### src/rtl/bit_fir_pkg.sv
// Shared types and helpers for the 1-bit FIR path (bit_tap_window,
// count_ones, downstream accumulator).
package bit_fir_pkg;

    typedef enum logic [1:0] {
        EMPTY,
        FILL,
        RUN
    } tap_state_t;

    // Counter width that never collapses to zero bits (MOD of 1 or 2 -> 1 bit).
    function automatic int clog2_min1(input int v);
        return (v <= 2) ? 1 : $clog2(v);
    endfunction

endpackage

### src/rtl/mod_counter.sv
// Modulo-MOD up counter. wrap flags that the next inc returns count to 0,
// so a caller can act on the same cycle as the wrapping increment.
module mod_counter
    import bit_fir_pkg::*;
#(
    parameter int MOD = 4,
    parameter int W   = clog2_min1(MOD)
) (
    input  logic         clk,
    input  logic         rst,
    input  logic         clr,
    input  logic         inc,
    output logic [W-1:0] count,
    output logic         wrap
);

    assign wrap = (count == W'(MOD - 1));

    // Count increments, wrapping to zero after MOD-1; clr wins over inc.
    always_ff @(posedge clk or posedge rst) begin
        if (rst) begin
            count <= '0;
        end else if (clr) begin
            count <= '0;
        end else if (inc) begin
            count <= wrap ? '0 : count + 1'b1;
        end
    end

endmodule

### src/rtl/bit_tap_window.sv
// N-tap shift window over a 1-bit stream, masked by a coefficient vector
// and emitted every DECIM accepted samples once the window is full.
// Optional macro BIT_TAP_WINDOW_DROP_EN: free-running input, outputs that
// collide with an unaccepted held output are dropped and flagged on overrun.
module bit_tap_window
    import bit_fir_pkg::*;
#(
    parameter int           N          = 8,
    parameter int           DECIM      = 4,
    parameter logic [N-1:0] COEFF_INIT = '1
) (
    input  logic         clk,
    input  logic         rst,
    input  logic         in_valid,
    output logic         in_ready,
    input  logic         in_bit,
    input  logic [N-1:0] coeff,
    input  logic         flush,
    output logic         out_valid,
    input  logic         out_ready,
    output logic [N-1:0] out_data,
`ifdef BIT_TAP_WINDOW_DROP_EN
    output logic         overrun,
`endif
    output logic         window_full
);

    localparam int FW = $clog2(N + 1);
    localparam int DW = clog2_min1(DECIM);

    tap_state_t      state, state_next;
    logic [N-1:0]    window, window_next, coeff_q;
    logic [FW-1:0]   fill_cnt;
    logic [DW-1:0]   decim_cnt;
    logic            decim_wrap;
    logic            accept, produce, load, fill_last;
    logic            decim_unused;

`ifdef BIT_TAP_WINDOW_DROP_EN
    // Input never stalls; a produced output only lands if the slot is free.
    assign in_ready = !flush;
    assign load     = produce && (!out_valid || out_ready);
`else
    // Input stalls while a held output is not being taken.
    assign in_ready = !flush && (!out_valid || out_ready);
    assign load     = produce;
`endif

    assign accept       = in_valid && in_ready;
    assign window_next  = {window[N-2:0], in_bit};
    assign fill_last    = (fill_cnt == FW'(N - 1));
    assign decim_unused = ^decim_cnt;

    // Decimation phase only advances once the window is full.
    mod_counter #(.MOD(DECIM), .W(DW)) u_decim (
        .clk   (clk),
        .rst   (rst),
        .clr   (flush),
        .inc   (accept && (state == RUN)),
        .count (decim_cnt),
        .wrap  (decim_wrap)
    );

    // State register.
    always_ff @(posedge clk or posedge rst) begin
        if (rst) state <= EMPTY;
        else     state <= state_next;
    end

    // Next state and output-produce decision.
    always_comb begin
        state_next = state;
        produce    = 1'b0;
        if (flush) begin
            state_next = EMPTY;
        end else if (accept) begin
            case (state)
                EMPTY, FILL: begin
                    if (fill_last) begin
                        state_next = RUN;
                        produce    = 1'b1;
                    end else begin
                        state_next = FILL;
                    end
                end
                RUN:     produce = decim_wrap;
                default: state_next = EMPTY;
            endcase
        end
    end

    // Shift window, saturating fill count, coefficient capture on flush.
    always_ff @(posedge clk or posedge rst) begin
        if (rst) begin
            window   <= '0;
            fill_cnt <= '0;
            coeff_q  <= COEFF_INIT;
        end else if (flush) begin
            window   <= '0;
            fill_cnt <= '0;
            coeff_q  <= coeff;
        end else if (accept) begin
            window <= window_next;
            if (fill_cnt != FW'(N)) fill_cnt <= fill_cnt + 1'b1;
        end
    end

    // window_full mirrors being in RUN, registered alongside the state.
    always_ff @(posedge clk or posedge rst) begin
        if (rst) window_full <= 1'b0;
        else     window_full <= (state_next == RUN);
    end

    // Output register: load masked window, hold until handshake.
    always_ff @(posedge clk or posedge rst) begin
        if (rst) begin
            out_valid <= 1'b0;
            out_data  <= '0;
        end else if (flush) begin
            out_valid <= 1'b0;
            out_data  <= '0;
        end else if (load) begin
            out_valid <= 1'b1;
            out_data  <= window_next & coeff_q;
        end else if (out_valid && out_ready) begin
            out_valid <= 1'b0;
        end
    end

`ifdef BIT_TAP_WINDOW_DROP_EN
    // Sticky flag for outputs discarded because the held one was not taken.
    always_ff @(posedge clk or posedge rst) begin
        if (rst)                   overrun <= 1'b0;
        else if (flush)            overrun <= 1'b0;
        else if (produce && !load) overrun <= 1'b1;
    end
`endif

endmodule

### config.mk
export PLATFORM = sky130hd
export DESIGN_NAME = bit_tap_window
export DESIGN_NICKNAME = d
export VERILOG_FILES = /design/src/rtl/bit_fir_pkg.sv /design/src/rtl/mod_counter.sv /design/src/rtl/bit_tap_window.sv
export SDC_FILE = /design/constraint.sdc
export NUM_CORES = 1
export LEC_CHECK = 0
export ABC_AREA = 1
export BUFFER_PORTS_ARGS = -buffer_cell sky130_fd_sc_hd__buf_2
export CELL_PAD_IN_SITES_DETAIL_PLACEMENT = 1
export CELL_PAD_IN_SITES_GLOBAL_PLACEMENT = 1
export CORE_AREA = 2 2 72 60
export DETAILED_ROUTE_END_ITERATION = 10
export DIE_AREA = 0 0 74 62
export MAX_ROUTING_LAYER = met4
export PLACE_DENSITY_LB_ADDON = 0.1
export SLEW_MARGIN = 20
export SYNTH_ARGS = -nofsm -noshare
export SYNTH_HDL_FRONTEND = slang
export SYNTH_HIERARCHICAL = 1
export SYNTH_SLANG_ARGS = --single-unit
### constraint.sdc
create_clock -name clk -period 1.75 [get_ports clk]
set_clock_uncertainty 0.2 [all_clocks]
set_input_delay 0.175 -clock clk [delete_from_list [all_inputs] [get_ports clk]]
set_output_delay 0.175 -clock clk [all_outputs]
set_load 0.02 [all_outputs]
== Yosys cells after proc, flatten, opt, wreduce, memory -nomap -nowiden ==
Index checks and enable logic that the tools add are counted.
Operators by class
  $add $sub $neg: 2
  eq/ne operators: 6
  muxes and demuxes: 21
  bitwise operators: 1
  reduce and logical (&&, ||, !) cells: 15
Operators by type and width (count)
  8-bit two-way mux: 2
  7-bit two-way mux: 2
  2-bit two-way mux: 6
  4-bit two-way mux: 3
  8-bit bitwise AND: 1
  2-bit nonzero test: 4
  2-bit == test, second input constant: 3
  1-bit two-way mux: 6
  4-bit by 1-bit adder with 4-bit output, second input constant: 1
  4-bit by 3-bit == test with 1-bit output, second input constant: 1
  1-bit logical AND: 4
  4-bit inequality test, second input constant: 1
  2-bit case mux with 2 select lines: 1
  3-bit nonzero test: 1
  2-bit by 1-bit adder with 2-bit output, second input constant: 1
  2-bit by 1-bit == test with 1-bit output, second input constant: 1
  1-bit zero test: 2
  2-bit zero test: 1
  1-bit case mux with 2 select lines: 1
  2-bit AND reduction: 1
  2-bit OR reduction: 1
  1-bit logical OR: 1
Storage, ports and cells
  register bits after elaboration: 33
  input bits: 14
  output and inout port bits: 11
  word-level logic and storage cells: 53

== Longest topological paths before layout ==
Gate-level depths: netlist of run 1.
  depth in word-level cells: 8
  gate-level depth with buffers: 8
  gate-level depth less buffers: 7

== Modules after synthesis ==
Netlist of run 1, hierarchy kept.
By module, submodules not included
  bit_tap_window: times used 1, cells each 173, area each 1440.1 sq um, sequential area each 785.8 sq um
  mod_counter: times used 1, cells each 13, area each 103.8 sq um, sequential area each 50.0 sq um

== Worst setup path before layout of run 1 ==
OpenSTA, ideal clock, no wires.
  path type: flip-flop to flip-flop
  start: register out_valid
  end: register u_decim.count[1]
  library setup time: 0.120 ns
  data arrival time: 1.253 ns
  data required time: 1.430 ns
  slack: 0.177 ns
  cell stages (with the launch flop): 8
  path buffers: 1
  clock period less this slack: 1.573 ns
  path through: dfrtp_1 > nand2_1 > nand3_4 > buf_6 > nor3_1 > inv_1 > nor2_1 > nor2_1
On the way
  longest elaborated chain between the ends: 6
RTL lines
  from (decl): line bit_tap_window.sv:19  | output logic out_valid,
  from (signal assigned): line bit_tap_window.sv:117  | out_valid <= 1'b0;
  from (signal assigned): line bit_tap_window.sv:120  | out_valid <= 1'b0;
  from (signal assigned): line bit_tap_window.sv:123  | out_valid <= 1'b1;
  1-bit zero test: line bit_tap_window.sv:45  | assign in_ready = !flush && (!out_valid || out_ready);
  1-bit logical OR: line bit_tap_window.sv:45
  1-bit logical AND: line bit_tap_window.sv:45
  1-bit logical AND: line bit_tap_window.sv:49  | assign accept = in_valid && in_ready;
  1-bit logical AND: line bit_tap_window.sv:59  | .inc (accept && (state == RUN)),
  2-bit nonzero test (no source line)
  to (signal assigned): line mod_counter.sv:26  | count <= wrap ? '0 : count + 1'b1;
  to (decl): line mod_counter.sv:13  | output logic [W-1:0] count,
Every way passes these cells.
A chain may end at the register's enable or synchronous reset.

== Worst setup path after layout of run 1 ==
  start: register out_valid
  end: register out_data[0]
On the way
  longest elaborated chain between the ends: 7
RTL lines
  1-bit zero test: line bit_tap_window.sv:45
  1-bit logical OR: line bit_tap_window.sv:45
  1-bit logical AND: line bit_tap_window.sv:45
  1-bit logical AND: line bit_tap_window.sv:49
  1-bit two-way mux: line bit_tap_window.sv:76  | end else if (accept) begin
  1-bit two-way mux: line bit_tap_window.sv:74  | if (flush) begin
  2-bit nonzero test (no source line)
  to (signal assigned): line bit_tap_window.sv:124  | out_data <= window_next & coeff_q;
  to (decl): line bit_tap_window.sv:21  | output logic [N-1:0] out_data,
Every way passes these cells.

==> impl_metrics.tcl, run 1 <==
set metrics [dict create \
    grt_start_max_net_pins 32 \
    fp.dieArea_um2 4588 \
    critical-path-top-cell-by-count "sky130_fd_sc_hd__nand2_1" \
    tightestPinTransition_ns 0.3963 \
    setup_viol 0 \
    netlist_area_before_placement_um2 1544 \
    synth_largest_type_area_fraction_pct 40.52 \
    layout-drive-gt1-share_pct 22.22 \
    num_antenna_cells 0 \
    timing.fmax_ghz 0.6329 \
    synth.distinct_cells 23 \
    cp_cell_sequence "nand2_1, nand3_4, inv_2, nand2_2, nand3_1, nand2_1" \
    grt_setup_unrepaired "false" \
    power_per_cell_area_nw_per_um2 809.4 \
    worst_ep_arrival_time_ns 1.55 \
    layout_utilization_pct 48.19 \
    total_routing_usage_gr_pct 18.27 \
    via_count 1286 \
    path_buf_inv 1 \
    clockRootBuffer "sky130_fd_sc_hd__clkbuf_8" \
    global_route_met3_utilization_pct 4.355 \
    area_delta_synth_final_pct 23.82 \
    final_slew_violations 0 \
    cp-start-kind "flop" \
    gr-max-usage-layer "met2" \
    netlist_instances 186 \
    min_period_ns 1.580 \
    cpLargestDelayFamily "simple AND/OR/NAND/NOR gates" \
    dp_hpwl_um 2750 \
    die_x_um 74 \
    grt_pass1_vias 1311 \
    filler_cell_count 484 \
    initial_utilization_pct 38.92 \
    final_net_count 241 \
    synth_top_cells_by_area "sky130_fd_sc_hd__dfrtp_1 41%, sky130_fd_sc_hd__dfstp_2 14%, sky130_fd_sc_hd__nand2_1 12%" \
    post_synth.cell_area_avg_um2 8.301 \
    power.ir.vdd_worst_v 0.0004792 \
    final.setup.tns_ns 0 \
    cts-buffers-inserted 5 \
    dr.first_iter.drc_count 53 \
    hold-worst-slack_ns 0.005830 \
    power_leakage_nw 1.040 \
    synth_largest_area_cell "sky130_fd_sc_hd__dfrtp_1" \
    core_region_area_um2 3968 \
    antenna_violations_before_repair 0 \
    routedWlPerCell_um 12.84 \
    max_cap_viol_count 0 \
    yosysSeqAreaShare_pct 54.13 \
    timing_worst_setup_path_type "flop to flop" \
    hp-class "input port to flop" \
    crit_path_top_delay_cell "sky130_fd_sc_hd__dfrtp_1" \
    drc 0 \
    source_of_the_worst_hold_timing_path "in_bit" \
    slew-limit-headroom_pct 73.58 \
    postCtsSetupRepairBufs 0 \
    vias_per_cell 4.560 \
    die_h_um 62 \
    num_rows 21 \
    grt_pass1_wl_um 6003 \
    crit_path_end_kind "flop" \
    clock_tree.htree_level_count 2 \
    cts_max_path_buffers 2 \
    cpPeakStageDelay_ns 0.38 \
    synth.yosys.warnings 6 \
    critPathRequiredTime_ns 1.72 \
    grt_util_met1_pct 22.41 \
    fin_crit_sh_pct 90.29 \
    clkTransAtPathRegs_ns 0.06 \
    synth-seq-cells 33 \
    cts_tree "built" \
    drt_pre_antenna_iters 4 \
    mappedNetlistNets 203 \
    place.port_buffers 24 \
    grt_util_met2_pct 31.12 \
    status "finished clean" \
    io_pins 25 \
    gp_routability_congestion 0.8390 \
    detailed_place.area_um2 1727 \
    grt-ovfl-total 0 \
    totalWireLength_um 3622 \
    path_max_fanout 14 \
    timing.final.hold_violations 0 \
    regToRegStartpoint "out_valid" \
    critPathLaunch "out_valid" \
    insertion_delay_ns 0.28 \
    clock_sinks 33 \
    fin_area_um2 1912 \
    detail-route-antenna-nets 0 \
]
==> report_power, final <==
| group | switching [W] | leakage [nW] | internal (W) |
|---|---|---|---|
| clock | 0.000256 | 0.0455 | 0.000320 |
| sequential | 0.0000135 | 0.429 | 0.000804 |
| combinational | 0.0000970 | 0.566 | 0.0000563 |
==> synthesized netlist by cell type (all sizes together) <==
master / instances
clkinv: 1
nand4: 4
o22ai: 4
dfstp: 8
nor3b: 1
buf: 3
xnor2: 1
nor2: 18
dfrtp: 25
nand3: 22
a21oi: 3
nand2: 54
inv: 29
nor3: 3
o21ai: 5
clkbuf: 2
ha: 3
==> sequential cells by signal, indices dropped and copies added, names as in the netlist <==
signal and cells:
coeff_q 8, out_data 8, window 7, fill_cnt 4, state 2, u_decim/count 2, out_valid 1, window_full 1
==> tightest hold or removal path: cells and delay by family <==
| kind | cells | cell delay [ns] |
|---|---|---|
| buffers and inverters | 2 | 0.17 |
| AO/OA/AOI/OAI | 1 | 0.09 |
==> cell type report <==
cell class | instances | area, um2 | area share (%)
Clock buffer | 8 | 90.09 | 4.712
Inverter | 30 | 112.6 | 5.890
Multi-Input combinational cell | 118 | 569.3 | 29.78
Sequential cell | 33 | 835.8 | 43.72
Tap cell | 57 | 71.32 | 3.730
Timing Repair Buffer | 36 | 232.7 | 12.17
==> stage by stage <==
step | setup WS (ns) | total power (W) | instances
after floorplan | 0.1767 | 0.0009193 | 186
after global placement | 0.1896 | 0.0009620 | 265
after detailed placement | 0.06518 | 0.0009714 | 265
after CTS | 0.09375 | 0.001572 | 282
after global routing | 0.02583 | 0.001630 | 282
final | 0.1700 | 0.001547 | 282
==> logic make-up after synthesis <==
family,Yosys count,synth area share [%]
and+or+nand+nor,102,29.34
adders and majority gates,3,2.431
buffers and inverters,35,9.319
DFF,33,54.13
AOI/OAI and AO/OA,12,4.213
xor gates and xnor gates,1,0.5674
==> placed cells by master (no fill, tap or decap), drive strengths merged <==
master,n
clkinv,1
nand3,22
xnor2,1
dlygate4sd3,9
a21oi,3
clkbuf,8
o21ai,5
nor2,18
dfstp,8
nand2,54
nand4,4
o22ai,4
ha,3
nor3b,1
dfrtp,25
buf,27
inv,29
nor3,3
==> path summary, 6_finish.rpt <==
| path | slack (ns) | cells past startpoint | end |
|---|---|---|---|
| setup / recovery | 0.17 | 6 | out_data[0] |
| hold / removal | 0.006 | 3 | window[0] |
| setup reg to reg | 0.17 | 6 | out_data[0] |
| hold reg to reg | 0.28 | 2 | window[1] |
| max in group asynchronous | 0.68 | 4 | coeff_q[4] |
| min in group asynchronous | 0.12 | 3 | u_decim/count[0] |
==> layer usage <==
layer	routed length (um)	part of all wire (%)
met2	1699	47
met5	0	0
met3	120	3.3
met4	17	0.47
met1	1784	49
==> repair_timing <==
| action | 4_1_cts | 5_1_grt |
|---|---|---|
| endpoints found under the setup margin | 0 | 2 |
| hold buffers | 9 | 0 |
| endpoints found under the hold margin | 33 | 0 |
| gates resized for setup | 0 | 1 |
Note: power is estimated with default switching activity, not from simulation.
==> inputs of run 2 (changes only) <==
Settings changed: ABC_AREA 1 to default, CAP_MARGIN from default to 20, CORE_AREA 2 2 72 60 to 2 2 71 59, DIE_AREA 0 0 74 62 to 0 0 73 61.
==> impl_metrics.tcl, run 2 <==
set metrics [dict create \
    grt_pass1_wl_um 5844 \
    num_antenna_cells 0 \
    met2_wirelength_um 1730 \
    clkTransAtPathRegs_ns 0.07 \
    drc 0 \
    totalWireLength_um 3595 \
    drt_pre_antenna_iters 4 \
    fin_area_um2 2087 \
    cts-buffers-inserted 5 \
    timing.fmax_ghz 0.5544 \
    min_period_ns 1.804 \
    setup_viol 1 \
    critPathRequiredTime_ns 1.70 \
    area_delta_synth_final_pct 31.55 \
    cp-start-kind "flop" \
    path_max_fanout 3 \
    core_region_area_um2 3729 \
    power_leakage_nw 1.019 \
    synth.distinct_cells 33 \
    vias_per_cell 5.124 \
    cpPeakStageDelay_ns 0.40 \
    failed_checks "negative setup slack" \
    tightestPinTransition_ns 0.4000 \
    cts_tree "built" \
    grt_pass1_vias 1247 \
    post-place-ws_ns -0.05021 \
    fin_crit_sh_pct 103.1 \
    yosysSeqAreaShare_pct 52.68 \
    die_h_um 61 \
    worst_ep_arrival_time_ns 1.75 \
    detail-route-antenna-nets 0 \
    clock_sinks 33 \
    initial_utilization_pct 42.55 \
    top_regs "coeff_q (8), out_data (8), window (7)" \
    via_count 1153 \
    synthArstFlopShare_pct 100.0 \
    number_of_synthesized_flops_with_an_enable_pin 0 \
    final_common_cell "sky130_fd_sc_hd__dfrtp_1" \
    detail_route.wirelength.met1_um 1736 \
    grt_setup_unrepaired "true" \
    num_rows 20 \
    synth_top_flop_cell "sky130_fd_sc_hd__dfrtp_1" \
    netlist_instances 133 \
    total_routing_usage_gr_pct 18.31 \
    final_worst_setup_slack_ns -0.05378 \
    gp_routability_congestion 0.7862 \
    synth_largest_area_cell "sky130_fd_sc_hd__dfrtp_1" \
    final_slew_violations 0 \
    mappedNetlistNets 150 \
    synth_largest_type_area_fraction_pct 39.43 \
    hp-class "input port to flop" \
    cp_cell_sequence "ha_2, and4bb_2, buf_4, nor4_1, nor3_1" \
    layout_utilization_pct 55.97 \
    fp.dieArea_um2 4453 \
    dr.first_iter.drc_count 43 \
    die_x_um 73 \
    clockRootBuffer "sky130_fd_sc_hd__clkbuf_8" \
    place.port_buffers 24 \
    layout-drive-gt1-share_pct 43.65 \
    antenna_violations_before_repair 0 \
    power_per_cell_area_nw_per_um2 891.4 \
    synthTopCellsByCount "25 x sky130_fd_sc_hd__dfrtp_1, 15 x sky130_fd_sc_hd__mux2_2, 13 x sky130_fd_sc_hd__nand2b_1, 10 x sky130_fd_sc_hd__mux2i_1, 10 x sky130_fd_sc_hd__nor2b_1" \
    final_net_count 197 \
    detailroute.wirelength.met3_um 87 \
    dp_hpwl_um 2352 \
    synth_top_cells_by_area "sky130_fd_sc_hd__dfrtp_1 39%, sky130_fd_sc_hd__dfstp_2 13%, sky130_fd_sc_hd__mux2_2 11%" \
    top_layer_used "met4" \
    crit_path_top_delay_cell "sky130_fd_sc_hd__dfrtp_1" \
    crit_path_end_kind "flop" \
    power.ir.vdd_worst_v 0.0004187 \
    timing_worst_setup_path_type "flop to flop" \
    most-common-layout-cells "25 x sky130_fd_sc_hd__dfrtp_1, 24 x sky130_fd_sc_hd__buf_2, 15 x sky130_fd_sc_hd__mux2_2" \
    post_synth.cell_area_avg_um2 11.93 \
    yosysMostFrequentCell "sky130_fd_sc_hd__dfrtp_1" \
    routedWlPerCell_um 15.98 \
    design_power_total_w 0.001860 \
    status "complete, but fails checks" \
    grt_start_max_net_pins 32 \
    synth.yosys.warnings 6 \
    max_cap_viol_count 0 \
    synth-seq-cells 33 \
    io_pins 25 \
    timing.final.hold_violations 0 \
    slew-limit-headroom_pct 73.33 \
    insertion_delay_ns 0.28 \
    detailed_place.area_um2 1798 \
    cts_max_path_buffers 2 \
    netlist_area_before_placement_um2 1587 \
    clock_tree.htree_level_count 2 \
    grt-ovfl-total 0 \
]
run 2: cell count changes in the layout (fill, tap and decap cells not counted), sizes merged, moves of 3 or more:
cell / delta
nor2: -15
nand2: -46
clkbuf: -3
buf: +10
o22ai: -4
a21oi: +3
inv: -25
mux2: +15
o21ai: -3
mux2i: +10
nand3: -20
nor2b: +10
nand2b: +14
run 2: path summary, 6_finish.rpt:
path,cells past startpoint,end,startpoint,slack (ns)
setup / recovery,5,state[1],fill_cnt[0],-0.05
hold / removal,2,fill_cnt[0],in_valid,0.03
setup reg to reg,5,state[1],fill_cnt[0],-0.05
hold reg to reg,2,out_data[0],coeff_q[0],0.31
max in group asynchronous,4,coeff_q[7],rst,0.68
min in group asynchronous,3,u_decim/count[0],rst,0.10
run 2: timing repair:
action / in CTS / in global routing
resized for setup: 1 / 8
pin swaps: 0 / 3
setup endpoints to repair: 9 / 12
hold buffers: 10 / 0
buffers inserted: 0 / 2
hold endpoints to repair: 35 / 0
run 2: layout make-up:
type                            count  area, um2
Clock buffer                        5      68.82
Clock inverter                      3      65.06
Fill cell                         404       1642
Inverter                            4      15.01
Multi-Input combinational cell     89      721.9
Sequential cell                    33      835.8
Tap cell                           44      55.05
Timing Repair Buffer               47      325.3
run 2: where the power goes:
group          switching, W  total [W]  internal [W]
Sequential        0.0000204   0.000829      0.000808
Combinational     0.0000848   0.000174     0.0000895
Clock              0.000292   0.000858      0.000566
Total              0.000397    0.00186       0.00146
run 2: routing by layer:
layer	global-route usage, %	vias to the layer above
met1	22.86	578
met5	-	-
met2	28.83	17
li1	-	553
met4	7.143	0
met3	4.485	5
run 2: kinds of logic after synthesis:
kind of cell,share of synthesized area (%)
fa+ha+maj,2.366
buf+inv,3.864
simple gates,18.61
compound gates,5.521
flops,52.68
mux,16.96
run 2: through the flow:
stage | std cells | hold slack [ns] | setup TNS (ns)
3_3_place_gp | 205 | -0.1663 | 0
4_1_cts | 223 | 0.01791 | -0.003324
2_1_floorplan | 133 | -0.2838 | 0
6_report | 225 | 0.02934 | -0.05378
5_1_grt | 225 | 0.02837 | -0.3936
3_5_place_dp | 205 | -0.1491 | -0.2006
run 2: worst max-delay path: cells and delay by family, from the launching register on:
kind	cells	cell delay, ns
buffers and inverters	1	0.14
DFF	1	0.40
and+or+nand+nor	3	0.73
adders and majority gates	1	0.20
==> inputs of run 3 (changes only) <==
Settings changed: RECOVER_POWER from default to 50.
==> impl_metrics.tcl, run 3 (synthesis results as in run 2) <==
set metrics [dict create \
    path_buf_inv 1 \
    place.port_buffers 24 \
    design_power_total_w 0.001859 \
    drt_pre_antenna_iters 4 \
    critPathRequiredTime_ns 1.70 \
    clock_tree.htree_level_count 2 \
    area_delta_synth_final_pct 31.31 \
    core_region_area_um2 3729 \
    cp_cell_sequence "ha_2, and4bb_2, buf_4, nor4_1, nor3_1" \
    top_regs "coeff_q (8), out_data (8), window (7)" \
    io_pins 25 \
    fp.dieArea_um2 4453 \
    global_route_met3_utilization_pct 4.485 \
    dr.first_iter.drc_count 43 \
    grt_util_met2_pct 28.83 \
    grt_pass1_vias 1247 \
    rrSetupSlack_ns -0.05 \
    gr-max-usage-layer "met2" \
    critPathLaunch "fill_cnt[0]" \
    initial_utilization_pct 42.55 \
    power_per_cell_area_nw_per_um2 892.5 \
    via_count 1153 \
    place_inst 205 \
    insertion_delay_ns 0.28 \
    failed_checks "negative setup slack" \
    cp-start-kind "flop" \
    setup_viol 1 \
    detail-route-antenna-nets 0 \
    cpPeakStageDelay_ns 0.40 \
    reg2reg_to "state[1]" \
    clock_sinks 33 \
    drc 0 \
    min_period_ns 1.804 \
    cts_max_path_buffers 2 \
    filler_cell_count 405 \
    hold-path-endpoint "fill_cnt[0]" \
    tightestPinTransition_ns 0.7830 \
    worst_ep_arrival_time_ns 1.75 \
    grt_pass1_wl_um 5844 \
    power.ir.vdd_worst_v 0.0004187 \
    source_of_the_worst_hold_timing_path "in_valid" \
    final_slew_violations 0 \
    num_antenna_cells 0 \
    die_h_um 61 \
    slew-limit-headroom_pct 47.80 \
    cts_tree "built" \
    fin_crit_sh_pct 103.1 \
    cpLargestDelayFamily "simple AND/OR/NAND/NOR gates" \
    most-common-layout-cells "25 x sky130_fd_sc_hd__dfrtp_1, 23 x sky130_fd_sc_hd__buf_2, 15 x sky130_fd_sc_hd__mux2_2" \
    total_routing_usage_gr_pct 18.31 \
    clkTransAtPathRegs_ns 0.07 \
    max_cap_viol_count 0 \
    final_common_cell "sky130_fd_sc_hd__dfrtp_1" \
    vias_per_cell 5.124 \
    status "complete, but fails checks" \
    timing.final.hold_violations 0 \
    dp_hpwl_um 2352 \
    final_worst_setup_slack_ns -0.05378 \
    grt_start_max_net_pins 32 \
    layout-drive-gt1-share_pct 43.09 \
    regToRegStartpoint "fill_cnt[0]" \
    antenna_violations_before_repair 0 \
    num_rows 20 \
    cts-buffers-inserted 5 \
    grt_util_met1_pct 22.86 \
    path_max_fanout 3 \
    clockRootBuffer "sky130_fd_sc_hd__clkbuf_8" \
    final_net_count 197 \
    crit_path_top_delay_cell "sky130_fd_sc_hd__dfrtp_1" \
    grt_setup_unrepaired "true" \
    routedWlPerCell_um 15.97 \
    timing_worst_setup_path_type "flop to flop" \
    timing.hold.worst_path_depth 2 \
    die_x_um 73 \
    finish.cell_count_without_fillers 225 \
    gp_routability_congestion 0.7862 \
    ff2ff_path_depth 5 \
    grt-ovfl-total 0 \
    power_leakage_nw 1.016 \
    timing.fmax_ghz 0.5544 \
    crit_path_end_kind "flop" \
    totalWireLength_um 3594 \
    hp-class "input port to flop" \
]
## run 3: through the flow
step                worst slack (ns)  hold slack (ns)   TNS (ns)  utilization, %  area [um2]
finish                      -0.05378          0.02934   -0.05378           55.87        2083
global route                -0.05743          0.02837    -0.3936           55.87        2083
CTS                        -0.002229          0.01791  -0.003324           54.66        2038
detailed placement          -0.05021          -0.1491    -0.2006           48.22        1798
global placement             0.05353          -0.1663          0           48.22        1798
floorplan                    0.01676          -0.2838          0               -        1587
## run 3: layout make-up
cell class	instances	area, um2	share of cell area, %
Multi-Input combinational cell	89	721.9	34.65
Clock inverter	3	65.06	3.123
Clock buffer	5	68.82	3.303
Sequential cell	33	835.8	40.12
Timing Repair Buffer	47	321.6	15.44
Inverter	4	15.01	0.7207
Tap cell	44	55.05	2.643
## run 3: timing repair
action | 4_1_cts | 5_1_grt
endpoints found under the setup margin | 9 | 12
hold buffers | 10 | 0
resized for setup | 1 | 8
endpoints found under the hold margin | 35 | 0
pin swaps | 0 | 3
buffers inserted | 0 | 2
## run 3: where the power goes
group | switching (W) | internal, W
registers | 0.0000204 | 0.000808
clock network | 0.000292 | 0.000566
logic | 0.0000848 | 0.0000884
## run 3: how the worst max path moves through the flow
stage / to / slack (ns) / depth (start not counted)
3_3_place_gp: out_data[7] / 0.05 / 5
6_report: state[1] / -0.05 / 5
4_1_cts: out_data[7] / -0.002 / 5
3_5_place_dp: out_data[4] / -0.05 / 5
5_1_grt: state[1] / -0.06 / 5
2_1_floorplan: u_decim/count[0] / 0.02 / 6
## run 3: routing by layer
| metal | up-vias | routed length, um |
|---|---|---|
| met4 | 0 | 42 |
| li1 | 553 | - |
| met2 | 17 | 1729 |
| met1 | 578 | 1735 |
| met5 | - | 0 |
| met3 | 5 | 87 |
